===== src/rtl/muldiv_pkg.sv =====
// Shared encodings and defaults for the EX-stage iterative multiply/divide unit.
package muldiv_pkg;

  localparam logic [1:0] ST_IDLE = 2'd0;
  localparam logic [1:0] ST_RUN  = 2'd1;
  localparam logic [1:0] ST_DONE = 2'd2;

  localparam logic OP_MUL = 1'b0;
  localparam logic OP_DIV = 1'b1;

  localparam int DEFAULT_WIDTH = 32;

  typedef enum logic [1:0] {
    S_IDLE = ST_IDLE,
    S_RUN  = ST_RUN,
    S_DONE = ST_DONE
  } stateE;

endpackage


===== src/rtl/muldiv_div_core.sv =====
// One restoring-division step: shift in the next dividend bit, subtract the divisor
// when it fits, and shift the resulting quotient bit into the low half.
module muldiv_div_core #(
  parameter int WIDTH = 32
) (
  input  logic [WIDTH-1:0] remI,
  input  logic [WIDTH-1:0] quoI,
  input  logic [WIDTH-1:0] divisorI,
  output logic [WIDTH-1:0] remO,
  output logic [WIDTH-1:0] quoO
);

  logic [WIDTH:0]   shifted;
  logic [WIDTH-1:0] diffLo;
  logic             fits;

  // The subtraction only needs its low WIDTH bits: whenever it is taken the true
  // difference is below the divisor, or the divisor is zero and the bits wrap
  // through so the remainder ends up equal to the dividend.
  always_comb begin
    shifted = {remI, quoI[WIDTH-1]};
    fits    = (shifted >= {1'b0, divisorI});
    diffLo  = shifted[WIDTH-1:0] - divisorI;
    remO    = fits ? diffLo : shifted[WIDTH-1:0];
    quoO    = {quoI[WIDTH-2:0], fits};
  end

endmodule


===== src/rtl/ex_muldiv_unit.sv =====
// Iterative unsigned MUL/DIV, one bit per cycle, stalling the pipeline via busy_o.
// Define MULDIV_DIV_EN to build the divider; without it DIV completes with zero results.
module ex_muldiv_unit
  import muldiv_pkg::*;
#(
  parameter  int WIDTH = DEFAULT_WIDTH,
  localparam int CNT_W = $clog2(WIDTH) + 1
) (
  input  logic             clk_i,
  input  logic             rst_n_i,
  input  logic             start_i,
  input  logic             op_i,
  input  logic [WIDTH-1:0] opa_i,
  input  logic [WIDTH-1:0] opb_i,
  input  logic             flush_i,
  output logic             busy_o,
  output logic             done_o,
  output logic [WIDTH-1:0] result_lo_o,
  output logic [WIDTH-1:0] result_hi_o
);

  // state  | meaning
  // IDLE   | waiting for start_i
  // RUN    | one iteration per cycle, counter counts WIDTH down to 1
  // DONE   | results committed on entry, done_o pulses, may accept a new op

  stateE              stateQ, stateD;
  logic               accept;
  logic               commit;
  logic               opQ;
  logic [WIDTH-1:0]   opbQ;
  logic [2*WIDTH-1:0] acc;
  logic [2*WIDTH-1:0] accNext;
  logic [2*WIDTH-1:0] mulNext;
  logic [2*WIDTH-1:0] resultNext;
  logic [WIDTH:0]     mulSum;
  logic [CNT_W-1:0]   cnt;
  logic [WIDTH-1:0]   resLo, resHi;

  always_ff @(posedge clk_i or negedge rst_n_i) begin
    if (!rst_n_i) stateQ <= S_IDLE;
    else          stateQ <= stateD;
  end

  always_comb begin
    stateD = stateQ;
    accept = 1'b0;
    commit = 1'b0;
    case (stateQ)
      S_IDLE, S_DONE: begin
        stateD = S_IDLE;
        if (start_i && !flush_i) begin
          accept = 1'b1;
          stateD = S_RUN;
        end
      end
      S_RUN: begin
        if (flush_i) begin
          stateD = S_IDLE;
        end else if (cnt == CNT_W'(1)) begin
          commit = 1'b1;
          stateD = S_DONE;
        end
      end
      default: stateD = S_IDLE;
    endcase
  end

  // Shift-add multiply: low half starts as the multiplier and drains out as the
  // product bits shift in from the top.
  always_comb begin
    mulSum  = {1'b0, acc[2*WIDTH-1:WIDTH]} + (acc[0] ? {1'b0, opbQ} : '0);
    mulNext = {mulSum, acc[WIDTH-1:1]};
  end

`ifdef MULDIV_DIV_EN
  logic [WIDTH-1:0] divRem, divQuo;

  muldiv_div_core #(.WIDTH(WIDTH)) uDivCore (
    .remI     (acc[2*WIDTH-1:WIDTH]),
    .quoI     (acc[WIDTH-1:0]),
    .divisorI (opbQ),
    .remO     (divRem),
    .quoO     (divQuo)
  );

  always_comb begin
    case (opQ)
      OP_MUL:  accNext = mulNext;
      OP_DIV:  accNext = {divRem, divQuo};
      default: accNext = mulNext;
    endcase
    resultNext = accNext;
  end
`else
  always_comb begin
    accNext = mulNext;
    case (opQ)
      OP_MUL:  resultNext = mulNext;
      OP_DIV:  resultNext = '0;
      default: resultNext = '0;
    endcase
  end
`endif

  always_ff @(posedge clk_i or negedge rst_n_i) begin
    if (!rst_n_i) begin
      opQ   <= OP_MUL;
      opbQ  <= '0;
      acc   <= '0;
      cnt   <= '0;
      resLo <= '0;
      resHi <= '0;
    end else begin
      if (accept) begin
        opQ  <= op_i;
        opbQ <= opb_i;
        acc  <= {{WIDTH{1'b0}}, opa_i};
        cnt  <= CNT_W'(WIDTH);
      end else if (stateQ == S_RUN) begin
        acc <= accNext;
        cnt <= cnt - CNT_W'(1);
      end
      if (commit) begin
        resHi <= resultNext[2*WIDTH-1:WIDTH];
        resLo <= resultNext[WIDTH-1:0];
      end
    end
  end

  assign busy_o      = (stateQ == S_RUN);
  assign done_o      = (stateQ == S_DONE);
  assign result_lo_o = resLo;
  assign result_hi_o = resHi;

endmodule


===== config.mk =====
export PLATFORM = sky130hd
export DESIGN_NAME = ex_muldiv_unit
export DESIGN_NICKNAME = d
export VERILOG_FILES = /design/src/rtl/muldiv_pkg.sv /design/src/rtl/muldiv_div_core.sv /design/src/rtl/ex_muldiv_unit.sv
export SDC_FILE = /design/constraint.sdc
export NUM_CORES = 1
export LEC_CHECK = 0
export ABC_AREA = 1
export CAP_MARGIN = 20
export CORE_ASPECT_RATIO = 1.5
export CORE_UTILIZATION = 58
export DETAILED_ROUTE_END_ITERATION = 7
export DONT_BUFFER_PORTS = 1
export PLACE_DENSITY = 0.76
export SYNTH_ARGS = -nofsm -noshare
export SYNTH_HDL_FRONTEND = slang
export SYNTH_SLANG_ARGS = --single-unit

===== constraint.sdc =====
create_clock -name clk_i -period 2.6 [get_ports clk_i]
set_clock_uncertainty 0.2 [all_clocks]
set_input_delay 0.26 -clock clk_i [delete_from_list [all_inputs] [get_ports clk_i]]
set_output_delay 0.26 -clock clk_i [all_outputs]
set_load 0.005 [all_outputs]

==> reports/qor.yml <==
num_vias: 8336
die_w_um: 105
p_comb_share_pct: 35.4
cts_tree: "done"
floorplan.initialDensity_pct: 59.2
cts-htree-levels: 4
max_stage_delay_ps: 440
finalMaxSlewViolations: 0
synth_area_leaders: "dfrtp_1 (46%), nand2_1 (21%), inv_1 (7.5%), ha_1 (4.6%), nand3_1 (4.3%)"
slew_headroom_pct: 43.1
min_path_type: "in -> async"
holdWs_ps: -688
syn_to_final_growth_pct: 19.3
grt_max_degree: 170
cts_buffers: 17
crit_path_start_kind: "flop"
reg2reg_to: "acc[55]$_DFFE_PN0P_"
clock_latency_ps: 440
syn_area_per_cell_um2: 7.32
die_area_um2: 16400
synth_cell_types: 32
final_cell_mix: "nand2_1 (499), inv_1 (184), dfrtp_1 (168)"
wl_per_cell_um: 16.7
setup_violations: 0
clockRootBuffer: "clkbuf_16"
power.density_nw_per_um2: 955
hold_violations: 169
rr_worst_depth: 14
yosysTopAreaCellShare_pct: 45.9
p_switching_w: 0.00423
failed_checks: "hold timing"
layout_commonest_cell: "nand2_1"
crit_family: "simple AND/OR/NAND/NOR gates"
synthesis.area_um2: 9210
critPathKind: "reg -> reg"
critPathMostFrequentCell: "nand2_1"
cts_sinks: 169
final.period_utilization_pct: 95.6
cpMaxStageDelayCell: "dfrtp_2"
yosysTopAreaCell: "dfrtp_1"
grt_pass1_wl_um: 41300
drt_wl_total_um: 25800
antenna_left: 0
viasPerCell: 5.39
final_util_pct: 70.6
period_minus_slack_ps: 2490
die_y_um: 156
ys_ff_latch: 169
synth-seq-area-share_pct: 45.9
grt.total_usage_pct: 32.5
antenna_found_initial: 0
clk_path_buf_depth: 2
ys.flop_type: "dfrtp_1"
fin_cells: 1546
max_cap_viol_count: 0
crit_chain: "buf_6 -> nand2_1 -> inv_1 -> ha_2 -> nand2_1 -> nor2_2 -> inv_1 -> nor2_1 -> buf_4 -> nand3_2 -> nand3_1 -> nand2_1 -> nand3_1 -> nand2_1"
clkTransAtPathRegs_ps: 70
gp_congestion: 0.947
post-route-drc-count: 0
grt_pass1_vias: 8509
switching_share_pct: 40.3
holdBufCountCts: 68
io_pins: 135
rows: 56
r2r_setup_slack_ps: 110
yosysWarnings: 0
antenna_cells: 0
critPathRequiredTime_ps: 2730
intPower_w: 0.00627
cp-end-kind: "flop"
synthArstFlopShare_pct: 100
grt_overflow: 0
dpl.cell_count: 1446
tightest_slew_ps: 852
status: "finished, violations left"
postCtsSetupRepairBufs: 0
dp_hpwl_um: 17500
core_area_um2: 15600
seq_power_share_pct: 40.2
drive_above_1_share_pct: 9.16
crit_arrival_ps: 2610
numPortBuffers: 0
clock_power_share_pct: 24.4
crit_buf_inv: 4
r2r-start: "acc[0]$_DFFE_PN0P_"
nNetsFinal: 1434
leakage_nw: 5.99
peakVddDrop_mv: 0.593
max_freq_ghz: 0.402
crit_fanout: 10
syn_inst: 1259
first_pass_iters: 5
drtIter0Drc: 500
synth_edf_count: 0
synth_fp_nets: 1363
## layer usage
metal  track usage [%]  wire, µm  part of all wire, %
met1              37.3     10200                   40
met2              55.7     12700                   49
met4              19.9      1390                  5.4
met3              6.96      1430                  5.5
met5                 0         0                    0
## sequential cells by signal, summed over array words and instances, names as in the netlist
signal / count
cnt: 6
result_hi_o: 32
acc: 64
result_lo_o: 32
stateQ: 2
opQ: 1
opbQ: 32
## worst reg2reg max path: stages (launching register included)
cell,delay (ps)
dfrtp_2,440
buf_6,160
nand2_1,80
inv_1,50
ha_2,370
nand2_1,120
nor2_2,160
inv_1,70
nor2_1,150
buf_4,140
nand3_2,130
nand3_1,110
nand2_1,70
nand3_1,60
nand2_1,60
## power by group through the flow
stage | sequential [W] | combinational (W) | clock, W
floorplan | 0.00400 | 0.00251 | 0
global placement | 0.00421 | 0.00322 | 0
detailed placement | 0.00421 | 0.00333 | 0
CTS | 0.00419 | 0.00342 | 0.00258
global route | 0.00432 | 0.00419 | 0.00268
finish | 0.00422 | 0.00371 | 0.00256
## synthesized netlist by cell type (2+ instances only)
cell / number
nand2_1: 514
buf_6: 4
nand3_1: 79
ha_1: 34
o21ai_1: 40
xor2_1: 4
and2_1: 3
a21oi_1: 28
nor2_1: 51
clkbuf_1: 18
o21bai_1: 3
a22oi_1: 16
inv_2: 5
nor2_4: 2
o22ai_1: 2
buf_2: 17
buf_1: 2
inv_1: 185
nand4_1: 4
nand3b_1: 5
or2_2: 2
o211ai_1: 15
nor3_1: 5
xnor2_1: 10
o21ai_0: 36
dfrtp_1: 169
## what timing repair did
item | in CTS | in global routing
endpoints found under the setup margin | 6 | 41
resized for setup | 2 | 60
pin swaps | 0 | 1
endpoints found under the hold margin | 236 | 169
## area by class of cell
class | count | area, µm²
fill | 1315 | 4570
timing repair buffer | 93 | 872
multi-input combinational | 859 | 4320
inverter | 190 | 713
clock buffer | 18 | 439
sequential | 169 | 4230
tap | 203 | 254
clock inverter | 14 | 154
## through the flow
step / power (W) / setup WS (ps) / setup TNS [ps] / instance area, µm²
2_1_floorplan: 0.00651 / 66.5 / 0 / 9210
5_1_grt: 0.0112 / -57.6 / -329 / 11000
3_3_place_gp: 0.00743 / 18.4 / 0 / 9450
3_5_place_dp: 0.00753 / -23.7 / -75.8 / 9450
6_report: 0.0105 / 115 / 0 / 11000
4_1_cts: 0.0102 / 6.51 / 0 / 10700
## kinds of logic (layout without fill, tap and decap cells)
logic type	count (synthesis)	count (layout)	share of synthesized area, %
compound gates	142	142	8.74
xor+xnor	14	14	1.33
fa+ha+maj	35	35	4.84
buf+inv	231	315	9.97
flops	169	169	45.9
simple gates	668	668	29.2
## how the worst max path moves through the flow
| stage | cells after the start | slack [ps] | startpoint | endpoint |
|---|---|---|---|---|
| global route | 14 | -60 | acc[0]$_DFFE_PN0P_ | acc[59]$_DFFE_PN0P_ |
| CTS | 13 | 7 | acc[0]$_DFFE_PN0P_ | acc[48]$_DFFE_PN0P_ |
| detailed placement | 14 | -20 | acc[0]$_DFFE_PN0P_ | acc[53]$_DFFE_PN0P_ |
| finish | 14 | 110 | acc[0]$_DFFE_PN0P_ | acc[55]$_DFFE_PN0P_ |
| global placement | 14 | 20 | acc[0]$_DFFE_PN0P_ | result_hi_o[21]$_DFFE_PN0P_ |
| floorplan | 17 | 70 | acc[0]$_DFFE_PN0P_ | acc[55]$_DFFE_PN0P_ |
No activity file was read; power rests on OpenSTA's default activity.
